File: config.mk
export PLATFORM = sky130hd
export DESIGN_NAME = gray_conv_arbiter
export DESIGN_NICKNAME = d
export VERILOG_FILES = /design/src/rtl/gray_conv_arbiter.sv
export SDC_FILE = /design/constraint.sdc
export NUM_CORES = 1
export LEC_CHECK = 0
export CAP_MARGIN = 20
export CORE_MARGIN = 1
export CORE_UTILIZATION = 25
export CTS_CLUSTER_DIAMETER = 200
export DETAILED_ROUTE_END_ITERATION = 8
export GPL_TIMING_DRIVEN = 0
export MAX_ROUTING_LAYER = met4
export PLACE_DENSITY = 0.57
export RECOVER_POWER = 25
export SETUP_SLACK_MARGIN = 0.15
export SLEW_MARGIN = 20
export SYNTH_ARGS = -nofsm -noshare
export SYNTH_HDL_FRONTEND = slang
export SYNTH_SLANG_ARGS = --single-unit
File: constraint.sdc
create_clock -name clk_i -period 2.4 [get_ports clk_i]
set_input_delay 0.36 -clock clk_i [delete_from_list [all_inputs] [get_ports clk_i]]
set_output_delay 0.36 -clock clk_i [all_outputs]
set_load 0.01 [all_outputs]
File: src/rtl/gray_conv_arbiter.sv
// rtl/gray_conv_arbiter.sv - round-robin shared binary/Gray converter with one registered output slot
//
// Ports:
//   clk_i        clock, rising edge
//   rst_n_i      asynchronous active-low reset
//   req_data_i   packed request words, requester i at [i*D_WIDTH +: D_WIDTH]
//   req_mode_i   per-requester mode, 0 = bin2gray, 1 = gray2bin
//   req_valid_i  per-requester request valid
//   req_ready_o  per-requester accept, at most one bit high
//   out_data_o   converted word
//   out_mode_o   mode used for out_data_o
//   out_id_o     requester index that produced out_data_o
//   out_valid_o  output slot holds a result
//   out_ready_i  consumer accepts the result
module gray_conv_arbiter #(
  parameter int N_REQ = 4,
  parameter int D_WIDTH = 8,
  localparam int ID_WIDTH = (N_REQ > 1) ? $clog2(N_REQ) : 1
) (
  input  logic                     clk_i,
  input  logic                     rst_n_i,
  input  logic [N_REQ*D_WIDTH-1:0] req_data_i,
  input  logic [N_REQ-1:0]         req_mode_i,
  input  logic [N_REQ-1:0]         req_valid_i,
  output logic [N_REQ-1:0]         req_ready_o,
  output logic [D_WIDTH-1:0]       out_data_o,
  output logic                     out_mode_o,
  output logic [ID_WIDTH-1:0]      out_id_o,
  output logic                     out_valid_o,
  input  logic                     out_ready_i
);

  typedef enum logic {
    SLOT_EMPTY = 1'b0,
    SLOT_FULL  = 1'b1
  } slot_state_t;

  slot_state_t         state_q;
  slot_state_t         state_d;
  logic [ID_WIDTH-1:0] last_grant_q;
  logic [ID_WIDTH-1:0] grant_idx;
  logic                grant_found;
  logic                slot_free;
  logic                accept;
  logic [D_WIDTH-1:0]  sel_data;
  logic                sel_mode;
  logic [D_WIDTH-1:0]  conv_data;
  logic [D_WIDTH-1:0]  data_q;
  logic                mode_q;
  logic [ID_WIDTH-1:0] id_q;

  assign out_valid_o = (state_q == SLOT_FULL);
  assign out_data_o  = data_q;
  assign out_mode_o  = mode_q;
  assign out_id_o    = id_q;

  // The slot can take a new result when empty or when it drains this cycle.
  assign slot_free = !out_valid_o || out_ready_i;
  assign accept    = slot_free && grant_found;

  // Search starts one past the last winner; the wrap is done by subtraction so
  // non-power-of-2 requester counts never produce an out-of-range index.
  always_comb begin
    int cand;
    cand        = 0;
    grant_found = 1'b0;
    grant_idx   = '0;
    for (int off = 1; off <= N_REQ; off++) begin
      cand = int'(last_grant_q) + off;
      if (cand >= N_REQ) begin
        cand = cand - N_REQ;
      end
      if (!grant_found && req_valid_i[cand]) begin
        grant_found = 1'b1;
        grant_idx   = ID_WIDTH'(cand);
      end
    end
  end

  always_comb begin
    req_ready_o = '0;
    if (accept) begin
      req_ready_o[grant_idx] = 1'b1;
    end
  end

  assign sel_data = req_data_i[int'(grant_idx)*D_WIDTH +: D_WIDTH];
  assign sel_mode = req_mode_i[grant_idx];

  // gray2bin is a running XOR from the MSB down.
  always_comb begin
    conv_data = '0;
    if (!sel_mode) begin
      conv_data = sel_data ^ (sel_data >> 1);
    end else begin
      conv_data[D_WIDTH-1] = sel_data[D_WIDTH-1];
      for (int k = D_WIDTH - 2; k >= 0; k--) begin
        conv_data[k] = conv_data[k+1] ^ sel_data[k];
      end
    end
  end

  always_comb begin
    state_d = state_q;
    if (accept) begin
      state_d = SLOT_FULL;
    end else if (out_ready_i) begin
      state_d = SLOT_EMPTY;
    end
  end

  always_ff @(posedge clk_i or negedge rst_n_i) begin
    if (!rst_n_i) begin
      state_q      <= SLOT_EMPTY;
      data_q       <= '0;
      mode_q       <= 1'b0;
      id_q         <= '0;
      last_grant_q <= ID_WIDTH'(N_REQ - 1);
    end else begin
      state_q <= state_d;
      if (accept) begin
        data_q       <= conv_data;
        mode_q       <= sel_mode;
        id_q         <= grant_idx;
        last_grant_q <= grant_idx;
      end
    end
  end

endmodule

======== Word level (Yosys, flattened, before mapping) ========
Index checks and enable logic that the tools add are counted.
storage, ports and cells
  output and inout bits ................... 16
  register bits after elaboration ......... 14
operators by class
  shift operators ......................... 1
  reductions and logical operators ........ 11
  bitwise operators ....................... 8
  multiplexer cells ....................... 32
  add/sub/neg operators ................... 8
  order comparisons ....................... 10
operators by type and width
  kind                                                                    count
  32-bit by 4-bit < comparator with 1-bit output (second input constant)  4
  32-bit two-way mux                                                      4
  32-bit by 6-bit indexed part select with 8-bit output                   1
  1-bit two-way mux                                                       16
  3-bit by 3-bit subtractor with 4-bit output (second input constant)     3
  1-bit binary-select mux with 2-bit select                               5
  3-bit >= comparator (second input constant)                             3
  2-bit two-way mux                                                       4
  8-bit two-way mux                                                       1
  8-bit by 7-bit XOR with 8-bit output                                    1
  1-bit XOR                                                               7
  2-bit by 2-bit adder with 3-bit output (second input constant)          2
  1-bit logical AND                                                       5
  4-bit by 3-bit subtractor with 5-bit output (second input constant)     1
  2-bit by 3-bit adder with 4-bit output (second input constant)          1
  4-bit by 3-bit >= comparator with 1-bit output (second input constant)  1
  1-bit zero test                                                         4
  4-bit two-way mux                                                       1
  2-bit by 1-bit adder with 3-bit output (second input constant)          1
  2-bit by 3-bit < comparator with 1-bit output (second input constant)   1
  1-bit demux with 2-bit select                                           1
  2-bit by 1-bit >= comparator with 1-bit output (second input constant)  1
  2-bit nonzero test                                                      1
  1-bit logical OR                                                        1

======== Logic depth before layout (Yosys ltp) ========
Gate-level depths: netlist of run 1.
  word-level depth ........................ 25
  depth in mapped cells ................... 11

======== Worst setup path after synthesis of run 1 ========
OpenSTA, ideal clock, no wires.
  path kind ............................... reg-to-reg
  start point ............................. register last_grant_q[1]
  end point ............................... register data_q[0], in the netlist out_data_o[0]
  required time ........................... 2308 ps
  period minus slack after synthesis ...... 2585 ps
  cell stages (with the launch flop) ...... 11
  buffers on the path ..................... 2
  path slack .............................. -185 ps
  setup time .............................. 92 ps
  data arrival time ....................... 2493 ps
  cell sequence ........................... dfstp_2 buf_6 mux2i_1 o21ai_2 nor2_1 buf_4 mux2_2 o21ai_0 xor2_1 a21oi_1 o31ai_2
on the way
  longest elaborated chain between the ends .. 25
  elaborated cells on any way between the ends .. 55
  classes of those cells .................. add/sub: 8; order compare: 4; shift: 1; mux: 27; bitwise: 8; reduce/logical: 7
ends and longest elaborated chain
  element                                                                             RTL line  text
  start: declaration                                                                  40        logic [ID_WIDTH-1:0] last_grant_q;
  start signal: assignment                                                            118       last_grant_q <= ID_WIDTH'(N_REQ - 1);
  start signal: assignment                                                            125       last_grant_q <= grant_idx;
  2-bit by 1-bit adder with 3-bit output                                              69        cand = int'(last_grant_q) + off;
  3-bit by 3-bit subtractor with 4-bit output or 3-bit >= comparator (tied branches)  71, 70
  32-bit two-way mux                                                                  70        if (cand >= N_REQ) begin
  1-bit binary-select mux with 2-bit select                                           73        if (!grant_found && req_valid_i[cand]) begin
  1-bit two-way mux (implied by the code) (2 in a row)                                73
  1-bit two-way mux                                                                   73
  1-bit zero test                                                                     73
  1-bit logical AND                                                                   73
  (+2 left out)                                                                       n/a
  1-bit logical AND                                                                   73
  1-bit two-way mux                                                                   73
  1-bit zero test                                                                     73
  1-bit logical AND                                                                   73
  2-bit two-way mux                                                                   73
  32-bit by 6-bit indexed part select with 8-bit output                               87        assign sel_data = req_data_i[int'(grant_idx)*D_WIDTH +: D_WIDTH];
  1-bit XOR (7 in a row)                                                              98        conv_data[k] = conv_data[k+1] ^ sel_data[k];
  8-bit two-way mux                                                                   93        if (!sel_mode) begin
  end signal: assignment                                                              122       data_q <= conv_data;
  end: declaration                                                                    48        logic [D_WIDTH-1:0] data_q;
Parallel ways exist; a longest one is shown, timed or not. The select of a mux whose other input is x is not followed.
A chain may end at the register's enable or synchronous reset.

======== Final worst setup path of run 1 ========
  start point ............................. register last_grant_q[1]
  end point ............................... register data_q[1], in the netlist out_data_o[1]
on the way
  longest elaborated chain between the ends .. 24
  elaborated cells on any way between the ends .. 54
  classes of those cells .................. add/sub: 8; order compare: 4; shift: 1; mux: 27; bitwise: 7; reduce/logical: 7
ends and longest elaborated chain
  element                                                                             RTL line
  2-bit by 1-bit adder with 3-bit output                                              69
  3-bit by 3-bit subtractor with 4-bit output or 3-bit >= comparator (tied branches)  71, 70
  32-bit two-way mux                                                                  70
  1-bit binary-select mux with 2-bit select                                           73
  1-bit two-way mux (implied by the code) (2 in a row)                                73
  1-bit two-way mux                                                                   73
  1-bit zero test                                                                     73
  1-bit logical AND                                                                   73
  (+2 left out)                                                                       n/a
  1-bit logical AND                                                                   73
  1-bit two-way mux                                                                   73
  1-bit zero test                                                                     73
  1-bit logical AND                                                                   73
  2-bit two-way mux                                                                   73
  32-bit by 6-bit indexed part select with 8-bit output                               87
  1-bit XOR (6 in a row)                                                              98
  8-bit two-way mux                                                                   93
Parallel ways exist; a longest one is shown, timed or not. The select of a mux whose other input is x is not followed.

==> impl_metrics.toml, run 1 <==
[logic_synthesis]
yosysTopAreaCell = "dfrtp_1"
synth_area_mm2 = 0.00116
synth_cell_types = 36
synth_top_family_by_area = "compound AO/OA/AOI/OAI gates"
synth_compound_area_frac = 0.247
synth-adder-area-share = 0
ys_seq_elements = 14
synth_edf_count = 0
synth_mux_area_frac = 0.125
async_flop_share = 1.00
synth.top_cells.by_count = "nand2_1, o21ai_0, dfrtp_1, mux2i_1, nor2_1"
ys.warnings.count = 0
seq_area_frac_synth = 0.303
synth_flop_cell = "dfrtp_1"
synth_most_common_cell = "nand2_1"
synth-simple-area-share = 0.178
synth_top_area_share = 0.258
netlist_instances = 137
post_synth.cell_area_avg_um2 = 8.49
syn-num-nets = 180
synth_area_leaders = "dfrtp_1, mux2i_1, o21ai_0"
synth-xor-area-share = 0.104

[sta]
period_minus_slack_ns = 2.58
relSlewSlack = 0.580
setup-tns-final_ns = -0.577
final_hold_viol_count = 0
max_freq_ghz = 0.388
tightestPinTransition_ns = 0.629
worst_slack_ns = -0.179
rsz0062_at_grt = "yes"
finalSetupViolations = 4
final-max-slew-violation-count = 0
post-route-period-util = 1.07
fin_skew_ns = 0.00218
whs_ns = 0.476

[placement]
routabilityCongestion = 0.782
hpwl_um = 2540
place_area_mm2 = 0.00188
numPortBuffers = 58
dp.cells = 247

[setup_path]
crit_type = "flip-flop to flip-flop"
r2r-end = "out_data_o[1]$_DFFE_PN0P_"
cp_max_fo = 8
required_ns = 2.56
start_kind = "flip-flop"
cp-end-kind = "flip-flop"
r2r_start = "last_grant_q[1]$_DFFE_PN1P_"
cp.arrival_ns = 2.74
r2r_setup_slack_ns = -0.18
rr_worst_depth = 10

[power]
p_leak_nw = 0.924
vdd_drop_max_mv = 0.298
powerDensity_mw_per_mm2 = 868

[clock_network]
tritoncts = "yes"
cts_made_buffers = 3
clkTransAtPathRegs_ns = 0.06
clock_path_buffers = 2
cts_sinks = 14
cts_hold_buf = 0
htree_levels = 1
clkLatencyLatePin_ns = 0.25
clock-root-buffer = "clkbuf_8"

[route]
routedWlPerCell_um = 12.6
vias_per_cell = 4.83
first_pass_iters = 4
wl_um = 3390
vias = 1299
drt_iter0_drc = 12
drcViolationCount = 0
antenna_left = 0

[floorplanning]
die_x_um = 70.2
design.die.area_mm2 = 0.00493
num_io_pins = 59
die_h_um = 70.2
core_mm2 = 0.00441
start_util = 0.264
rows = 24

[outcome]
status = "finished, violations left"
violations = "negative setup slack"

[global_route]
antenna_found_initial = 0
grt_start_max_net_pins = 15
grt_overflow_total = 0
grt_pass1_vias = 1192
grt_usage = 0.136
grt_pass1_wl_um = 5270

[flow_run]
maxCapViolCount = 0

[worst_hold_path]
hold_path_end = "out_data_o[7]$_DFFE_PN0P_"
hold_path_class = "flip-flop to flip-flop"
min_from = "out_data_o[7]$_DFFE_PN0P_"
whs_path_depth = 2

[finish]
nFillCells = 409
final_core_util = 0.507
final_net_count = 261
syn2layout_area_growth_pct = 92.4
fin_cells = 269
layout-drive-gt1-share = 0.350
fin_area_mm2 = 0.00224
diodes = 0
## metal layers
metal  share of wire  track usage  vias to the layer above
met5               0            -                        -
met4           0.016       0.0533                        0
met3           0.049      0.00866                        5
met2            0.51        0.237                       46
met1            0.43        0.163                      597
li1                -            -                      651
## repair_timing
action                     4_1_cts  5_1_grt
pin swaps                       11       12
buffers inserted                14        5
setup endpoints to repair       11       10
resized for setup               43       20
## flip-flops by register name, indices dropped and copies added (netlist names)
signal,count
out_valid_o,1
out_data_o,8
out_id_o,2
last_grant_q,2
out_mode_o,1
## cell families after synthesis
logic type | Yosys count
AND/OR/NAND/NOR | 44
buffers and inverters | 10
XOR/XNOR | 13
flip-flops | 14
AO/OA/AOI/OAI | 42
multiplexers | 14
## critical path, cell delays in order, from the launching register on
cell     delay [ns]
dfstp_2        0.53
buf_6          0.13
mux2i_4        0.29
o21a_4         0.23
a31oi_2        0.10
a32oi_2        0.27
xnor2_2        0.14
xnor2_2        0.28
xor2_1         0.13
and3_1         0.20
o31ai_2        0.20
## placed cells by master, fill, tap and decap left out, types with 2 or more instances in the layout
cell type | synthesis | routed
clkbuf_8 | 0 | 5
mux2i_4 | 0 | 4
buf_2 | 0 | 4
and3_1 | 2 | 2
dfstp_2 | 2 | 2
o31ai_2 | 1 | 2
mux2i_1 | 10 | 6
nor3_2 | 0 | 2
a21oi_1 | 4 | 2
a32oi_2 | 0 | 4
mux2_2 | 4 | 2
clkdlybuf4s50_1 | 0 | 50
inv_1 | 4 | 4
dfrtp_1 | 12 | 12
buf_4 | 1 | 15
xnor2_2 | 1 | 3
xor2_1 | 6 | 5
a31oi_2 | 0 | 3
buf_6 | 1 | 5
nand2_1 | 19 | 18
nand3_2 | 0 | 2
o21ai_2 | 2 | 2
nand3b_1 | 2 | 2
mux2_4 | 0 | 2
a21o_2 | 2 | 2
o21ai_0 | 17 | 8
o21ai_1 | 0 | 8
nor2_1 | 9 | 7
nand3_1 | 4 | 2
dlygate4sd2_1 | 0 | 3
xnor2_1 | 6 | 4
## where the power goes
| group | leakage (nW) | switching (mW) | internal [mW] |
|---|---|---|---|
| Sequential | 0.163 | 0.0530 | 0.326 |
| Combinational | 0.732 | 0.581 | 0.750 |
| Clock | 0.0288 | 0.0876 | 0.145 |
| Total | 0.924 | 0.722 | 1.22 |
## through the flow
step	power (mW)	setup WS, ns
2_1_floorplan	1.06	0.00151
5_1_grt	2.07	-0.299
6_report	1.94	-0.179
4_1_cts	1.81	-0.146
3_3_place_gp	1.39	-0.717
3_5_place_dp	1.41	-0.743
## layout make-up
class	count	area, µm²	share of cell area
inverters	4	15.0	0.00671
plain buffers	5	51.3	0.0229
multi-input cells	113	985	0.440
clock buffers	4	55.1	0.0246
well taps	52	65.1	0.0291
repair buffers	77	714	0.319
flip-flops and latches	14	353	0.158
## how the worst max path moves through the flow
stage | from | endpoint | slack [ns] | cells after the start
final | last_grant_q[1]$_DFFE_PN1P_ | out_data_o[1]$_DFFE_PN0P_ | -0.18 | 10
after global routing | last_grant_q[1]$_DFFE_PN1P_ | out_data_o[0]$_DFFE_PN0P_ | -0.30 | 11
after CTS | last_grant_q[1]$_DFFE_PN1P_ | out_data_o[1]$_DFFE_PN0P_ | -0.15 | 10
after detailed placement | req_valid_i[3] | req_ready_o[3] | -0.74 | 7
after global placement | req_valid_i[3] | req_ready_o[3] | -0.72 | 7
after floorplan | last_grant_q[1]$_DFFE_PN1P_ | out_data_o[0]$_DFFE_PN0P_ | 0.002 | 11
Power figures use the tool's default switching activity.
==> inputs of run 2 (changes only) <==
--- a/config.mk
+++ b/config.mk
@@ -10,7 +10,6 @@
 export CORE_UTILIZATION = 25
 export CTS_CLUSTER_DIAMETER = 200
 export DETAILED_ROUTE_END_ITERATION = 8
-export GPL_TIMING_DRIVEN = 0
 export MAX_ROUTING_LAYER = met4
 export PLACE_DENSITY = 0.57
 export RECOVER_POWER = 25
==> run 2 against run 1 <==
Effect of this change:
- the flow still finishes with violations (negative setup slack)
- total power is 3.4% higher
- global-route usage grew 2.0 points
- highest routed layer unchanged
- critical path depth grew 1
- combinational power rose by 5%
- flip-flop and latch count stayed put
- register-to-register slack worse by 0.04 ns
- clock skew is 0.0022 ns higher
- clock-buffer cell count stayed put
- final cell count grew 7.4%
- via count up 8.8%
- largest power group unchanged
==> impl_metrics.toml, run 2 (synthesis results as in run 1) <==
[clock_network]
htree_levels = 1
clock_path_buffers = 2
clock-root-buffer = "clkbuf_8"
clkLatencyLatePin_ns = 0.24
clkTransAtPathRegs_ns = 0.06
cts_sinks = 14
cts_made_buffers = 3
tritoncts = "yes"

[sta]
finalSetupViolations = 5
worst_slack_ns = -0.219
max_freq_ghz = 0.382
final_hold_viol_count = 0
final-max-slew-violation-count = 0
relSlewSlack = 0.586
period_minus_slack_ns = 2.62
tightestPinTransition_ns = 0.619
post-route-period-util = 1.09
rsz0062_at_grt = "yes"
fin_skew_ns = 0.00443
whs_ns = 0.471

[setup_path]
cp-end-kind = "flip-flop"
crit_type = "flip-flop to flip-flop"
cp.arrival_ns = 2.76
rr_worst_depth = 11
required_ns = 2.54
cp_max_fo = 7
start_kind = "flip-flop"

[placement]
hpwl_um = 2910
place_ws_ns = -0.564
dp.cells = 269
numPortBuffers = 58
routabilityCongestion = 0.825

[route]
routedWlPerCell_um = 13.0
drt_iter0_drc = 71
first_pass_iters = 6
wl_um = 3750
antenna_left = 0
vias = 1413
drcViolationCount = 0
vias_per_cell = 4.89

[worst_hold_path]
whs_path_depth = 2
hold_path_class = "flip-flop to flip-flop"

[floorplanning]
die_x_um = 70.2
design.die.area_mm2 = 0.00493
core_mm2 = 0.00441
rows = 24
start_util = 0.264
die_h_um = 70.2
num_io_pins = 59

[global_route]
grt_pass1_vias = 1347
grt_start_max_net_pins = 23
grt_overflow_total = 0
grt_usage = 0.156
antenna_found_initial = 0
grt_pass1_wl_um = 6040

[power]
vdd_drop_max_mv = 0.300
powerDensity_mw_per_mm2 = 842
p_leak_nw = 1.02

[finish]
layout-drive-gt1-share = 0.418
syn2layout_area_growth_pct = 105
largest_reg_flops = 8
fin_cells = 289
layout_common_cells = "clkdlybuf4s50_1, buf_4, nand2_1"
final_common_cell = "clkdlybuf4s50_1"
final_net_count = 281
diodes = 0
final_core_util = 0.541

[outcome]
violations = "negative setup slack"
status = "finished, violations left"

[flow_run]
maxCapViolCount = 0
[run 2: changes by cell type in the layout (fill, tap and decap cells not counted), sizes merged]
| cell | before | now |
|---|---|---|
| buf | 25 | 48 |
| clkbuf | 7 | 4 |
[run 2: timing repair]
item,CTS,global route
pin swaps,10,9
hold buffers,0,0
resized for setup,52,10
endpoints found under the setup margin,10,12
buffers inserted,13,3
[run 2: report_power, final]
part | internal [mW] | total (mW) | switching [mW] | leakage (nW)
clock | 0.145 | 0.221 | 0.0763 | 0.0288
combinational | 0.803 | 1.40 | 0.601 | 0.833
sequential | 0.326 | 0.383 | 0.0569 | 0.163
total | 1.27 | 2.01 | 0.734 | 1.02
[run 2: path summary, 6_finish.rpt]
kind,startpoint,to,slack [ns]
min,out_data_o[7]$_DFFE_PN0P_,out_data_o[7]$_DFFE_PN0P_,0.47
min reg2reg,out_data_o[7]$_DFFE_PN0P_,out_data_o[7]$_DFFE_PN0P_,0.47
max reg2reg,last_grant_q[1]$_DFFE_PN1P_,out_data_o[1]$_DFFE_PN0P_,-0.22
max,last_grant_q[1]$_DFFE_PN1P_,out_data_o[1]$_DFFE_PN0P_,-0.22
min in group asynchronous,rst_n_i,out_id_o[0]$_DFFE_PN0P_,0.58
max in group asynchronous,rst_n_i,out_data_o[3]$_DFFE_PN0P_,1.42
[run 2: metal layers]
metal	share of wire	vias to the layer above	GRT usage
li1	-	688	-
met1	0.41	666	0.191
met2	0.52	51	0.259
met3	0.045	8	0.0130
met4	0.026	0	0.0711
met5	0	-	-
[run 2: worst max-delay path: stages, from the launching register on]
cell and delay [ns]:
dfstp_2 0.60, buf_4 0.16, nand3b_1 0.13, a31oi_4 0.19, buf_6 0.15, buf_8 0.14
a32oi_2 0.14, xnor2_2 0.19, xnor2_2 0.28, xor2_1 0.22, a21oi_1 0.10, o31ai_1 0.22
[run 2: through the flow]
step	setup TNS (ns)	power [mW]	area [µm²]
2_1_floorplan	0	1.06	1240
3_3_place_gp	-2.99	1.52	2060
3_5_place_dp	-3.95	1.55	2060
4_1_cts	-0.531	1.95	2330
5_1_grt	-1.62	2.15	2390
6_report	-0.709	2.01	2390
[run 2: cell type report]
class | count | area (µm²)
fillers | 390 | 2030
multi-input cells | 113 | 985
repair buffers | 102 | 913
flip-flops and latches | 14 | 353
well taps | 52 | 65.1
clock buffers | 4 | 55.1
inverters | 4 | 15.0
==> inputs of run 3 (changes only) <==
--- a/config.mk
+++ b/config.mk
@@ -11,7 +11,7 @@
 export CTS_CLUSTER_DIAMETER = 200
 export DETAILED_ROUTE_END_ITERATION = 8
 export MAX_ROUTING_LAYER = met4
-export PLACE_DENSITY = 0.57
+export PLACE_DENSITY_LB_ADDON = 0.2
 export RECOVER_POWER = 25
 export SETUP_SLACK_MARGIN = 0.15
 export SLEW_MARGIN = 20
==> constraint.sdc (replaced) <==
create_clock -name clk_i -period 2.7 [get_ports clk_i]
set_input_delay 0.405 -clock clk_i [delete_from_list [all_inputs] [get_ports clk_i]]
set_output_delay 0.405 -clock clk_i [all_outputs]
set_load 0.01 [all_outputs]
==> run 3 against run 2 <==
Effect of this change:
- the run now ends clean
- final cell count shrank 2.1%
- largest cell class unchanged
- register-to-register slack gained 0.30 ns
- critical path depth shrank 1
- maximum frequency shrank 0.11%
==> impl_metrics.toml, run 3 (synthesis results as in run 1) <==
[clock_network]
clock_path_buffers = 2
clock-root-buffer = "clkbuf_8"
clkTransAtPathRegs_ns = 0.06
cts_hold_buf = 0
htree_levels = 1
cts_made_buffers = 3
cts_sinks = 14
tritoncts = "yes"
clkLatencyLatePin_ns = 0.25

[finish]
final_common_cell = "clkdlybuf4s50_1"
final_core_util = 0.525
layout_common_cells = "clkdlybuf4s50_1, buf_4, nand2_1"
syn2layout_area_growth_pct = 99.0
largest_reg_flops = 8
diodes = 0
nFillCells = 388
fin_area_mm2 = 0.00232
layout-drive-gt1-share = 0.359
final_net_count = 275
fin_cells = 283

[sta]
setup-tns-final_ns = 0
relSlewSlack = 0.585
post-route-period-util = 0.971
tightestPinTransition_ns = 0.620
final-max-slew-violation-count = 0
rsz0062_at_grt = "yes"
final_hold_viol_count = 0
finalSetupViolations = 0
max_freq_ghz = 0.381
period_minus_slack_ns = 2.62
fin_skew_ns = 0.00478
whs_ns = 0.480
worst_slack_ns = 0.0785

[placement]
place_ws_ns = -0.285
place_area_mm2 = 0.00196
numPortBuffers = 58
routabilityCongestion = 0.848
dp.cells = 263
hpwl_um = 2690

[route]
routedWlPerCell_um = 13.1
drcViolationCount = 0
vias_per_cell = 4.75
first_pass_iters = 4
drt_iter0_drc = 44
wl_um = 3720
vias = 1343
antenna_left = 0

[global_route]
grt_usage = 0.158
grt_pass1_vias = 1318
grt_overflow_total = 0
grt_start_max_net_pins = 23
grt_pass1_wl_um = 6020
antenna_found_initial = 0

[power]
vdd_drop_max_mv = 0.291
fin_total_pwr_mw = 1.82
p_leak_nw = 0.993
powerDensity_mw_per_mm2 = 787

[worst_hold_path]
hold_path_class = "flip-flop to flip-flop"
min_from = "out_id_o[0]$_DFFE_PN0P_"

[setup_path]
required_ns = 2.86
worstPathCellList = "buf_6 -> nand3b_1 -> o21a_4 -> a31oi_2 -> a32oi_2 -> xnor2_2 -> xnor2_4 -> xor2_1 -> and3_1 -> o31ai_2"
cp-endpoint = "out_data_o[1]$_DFFE_PN0P_"
crit_type = "flip-flop to flip-flop"
cp.arrival_ns = 2.78
max_stage_delay_ns = 0.60
crit_slowest_cell = "dfstp_2"
start_kind = "flip-flop"
cp_max_fo = 8
r2r_setup_slack_ns = 0.08
r2r-end = "out_data_o[1]$_DFFE_PN0P_"
cp-end-kind = "flip-flop"
rr_worst_depth = 10
crit_start = "last_grant_q[1]$_DFFE_PN1P_"
r2r_start = "last_grant_q[1]$_DFFE_PN1P_"

[floorplanning]
die_h_um = 70.2
rows = 24
start_util = 0.264
die_x_um = 70.2
num_io_pins = 59
core_mm2 = 0.00441
design.die.area_mm2 = 0.00493

[outcome]
status = "finished, final reports clean"

[flow_run]
maxCapViolCount = 0
-- run 3: changes by cell type in the layout (fill, tap and decap cells not counted), moves of 2 or more --
cell	delta
a21oi_2	+2
buf_4	-5
nand3_2	-2
buf_6	-2
buf_2	-4
a32oi_4	-2
nor3_2	-2
mux2i_4	-2
nand3_1	+2
mux2i_1	+2
nor3_1	+2
dlygate4sd2_1	+3
a32oi_2	+2
-- run 3: layout make-up --
type,count,area [µm²],share of cell area
multi-input cells,114,963,0.416
repair buffers,95,875,0.378
flip-flops and latches,14,353,0.152
well taps,52,65.1,0.0281
clock buffers,4,45.0,0.0194
inverters,4,15.0,0.00648
-- run 3: how the worst min path moves through the flow --
stage	to	slack [ns]	cells after the start
final	out_id_o[0]$_DFFE_PN0P_	0.48	2
after CTS	out_data_o[7]$_DFFE_PN0P_	0.48	2
after global routing	out_mode_o$_DFFE_PN0P_	0.51	2
after detailed placement	out_data_o[7]$_DFFE_PN0P_	0.47	2
after global placement	out_data_o[7]$_DFFE_PN0P_	0.46	2
after floorplan	out_data_o[0]$_DFFE_PN0P_	0.11	0
-- run 3: timing repair --
action                     CTS  global route
gates resized for setup     30            19
pin swaps                    9             8
setup buffers               11             4
setup endpoints to repair    8             8
gates cloned                 1             0
-- run 3: report_power, final --
group / internal, mW / switching, mW
logic: 0.747 / 0.554
registers: 0.290 / 0.0545
clock network: 0.104 / 0.0721
total: 1.14 / 0.681
-- run 3: worst max-delay path, delay by kind of cell (launching register included) --
kind,cells,cell delay (ns)
buf+inv,1,0.14
xor+xnor,3,0.64
simple gates,2,0.38
compound gates,4,0.79
flops,1,0.60
-- run 3: per-layer routing --
metal | wire length [µm] | global-route usage | up-vias
met4 | 82 | 0.0667 | 0
met5 | 0 | - | -
li1 | - | - | 685
met2 | 1880 | 0.266 | 51
met3 | 152 | 0.0115 | 8
met1 | 1610 | 0.193 | 599
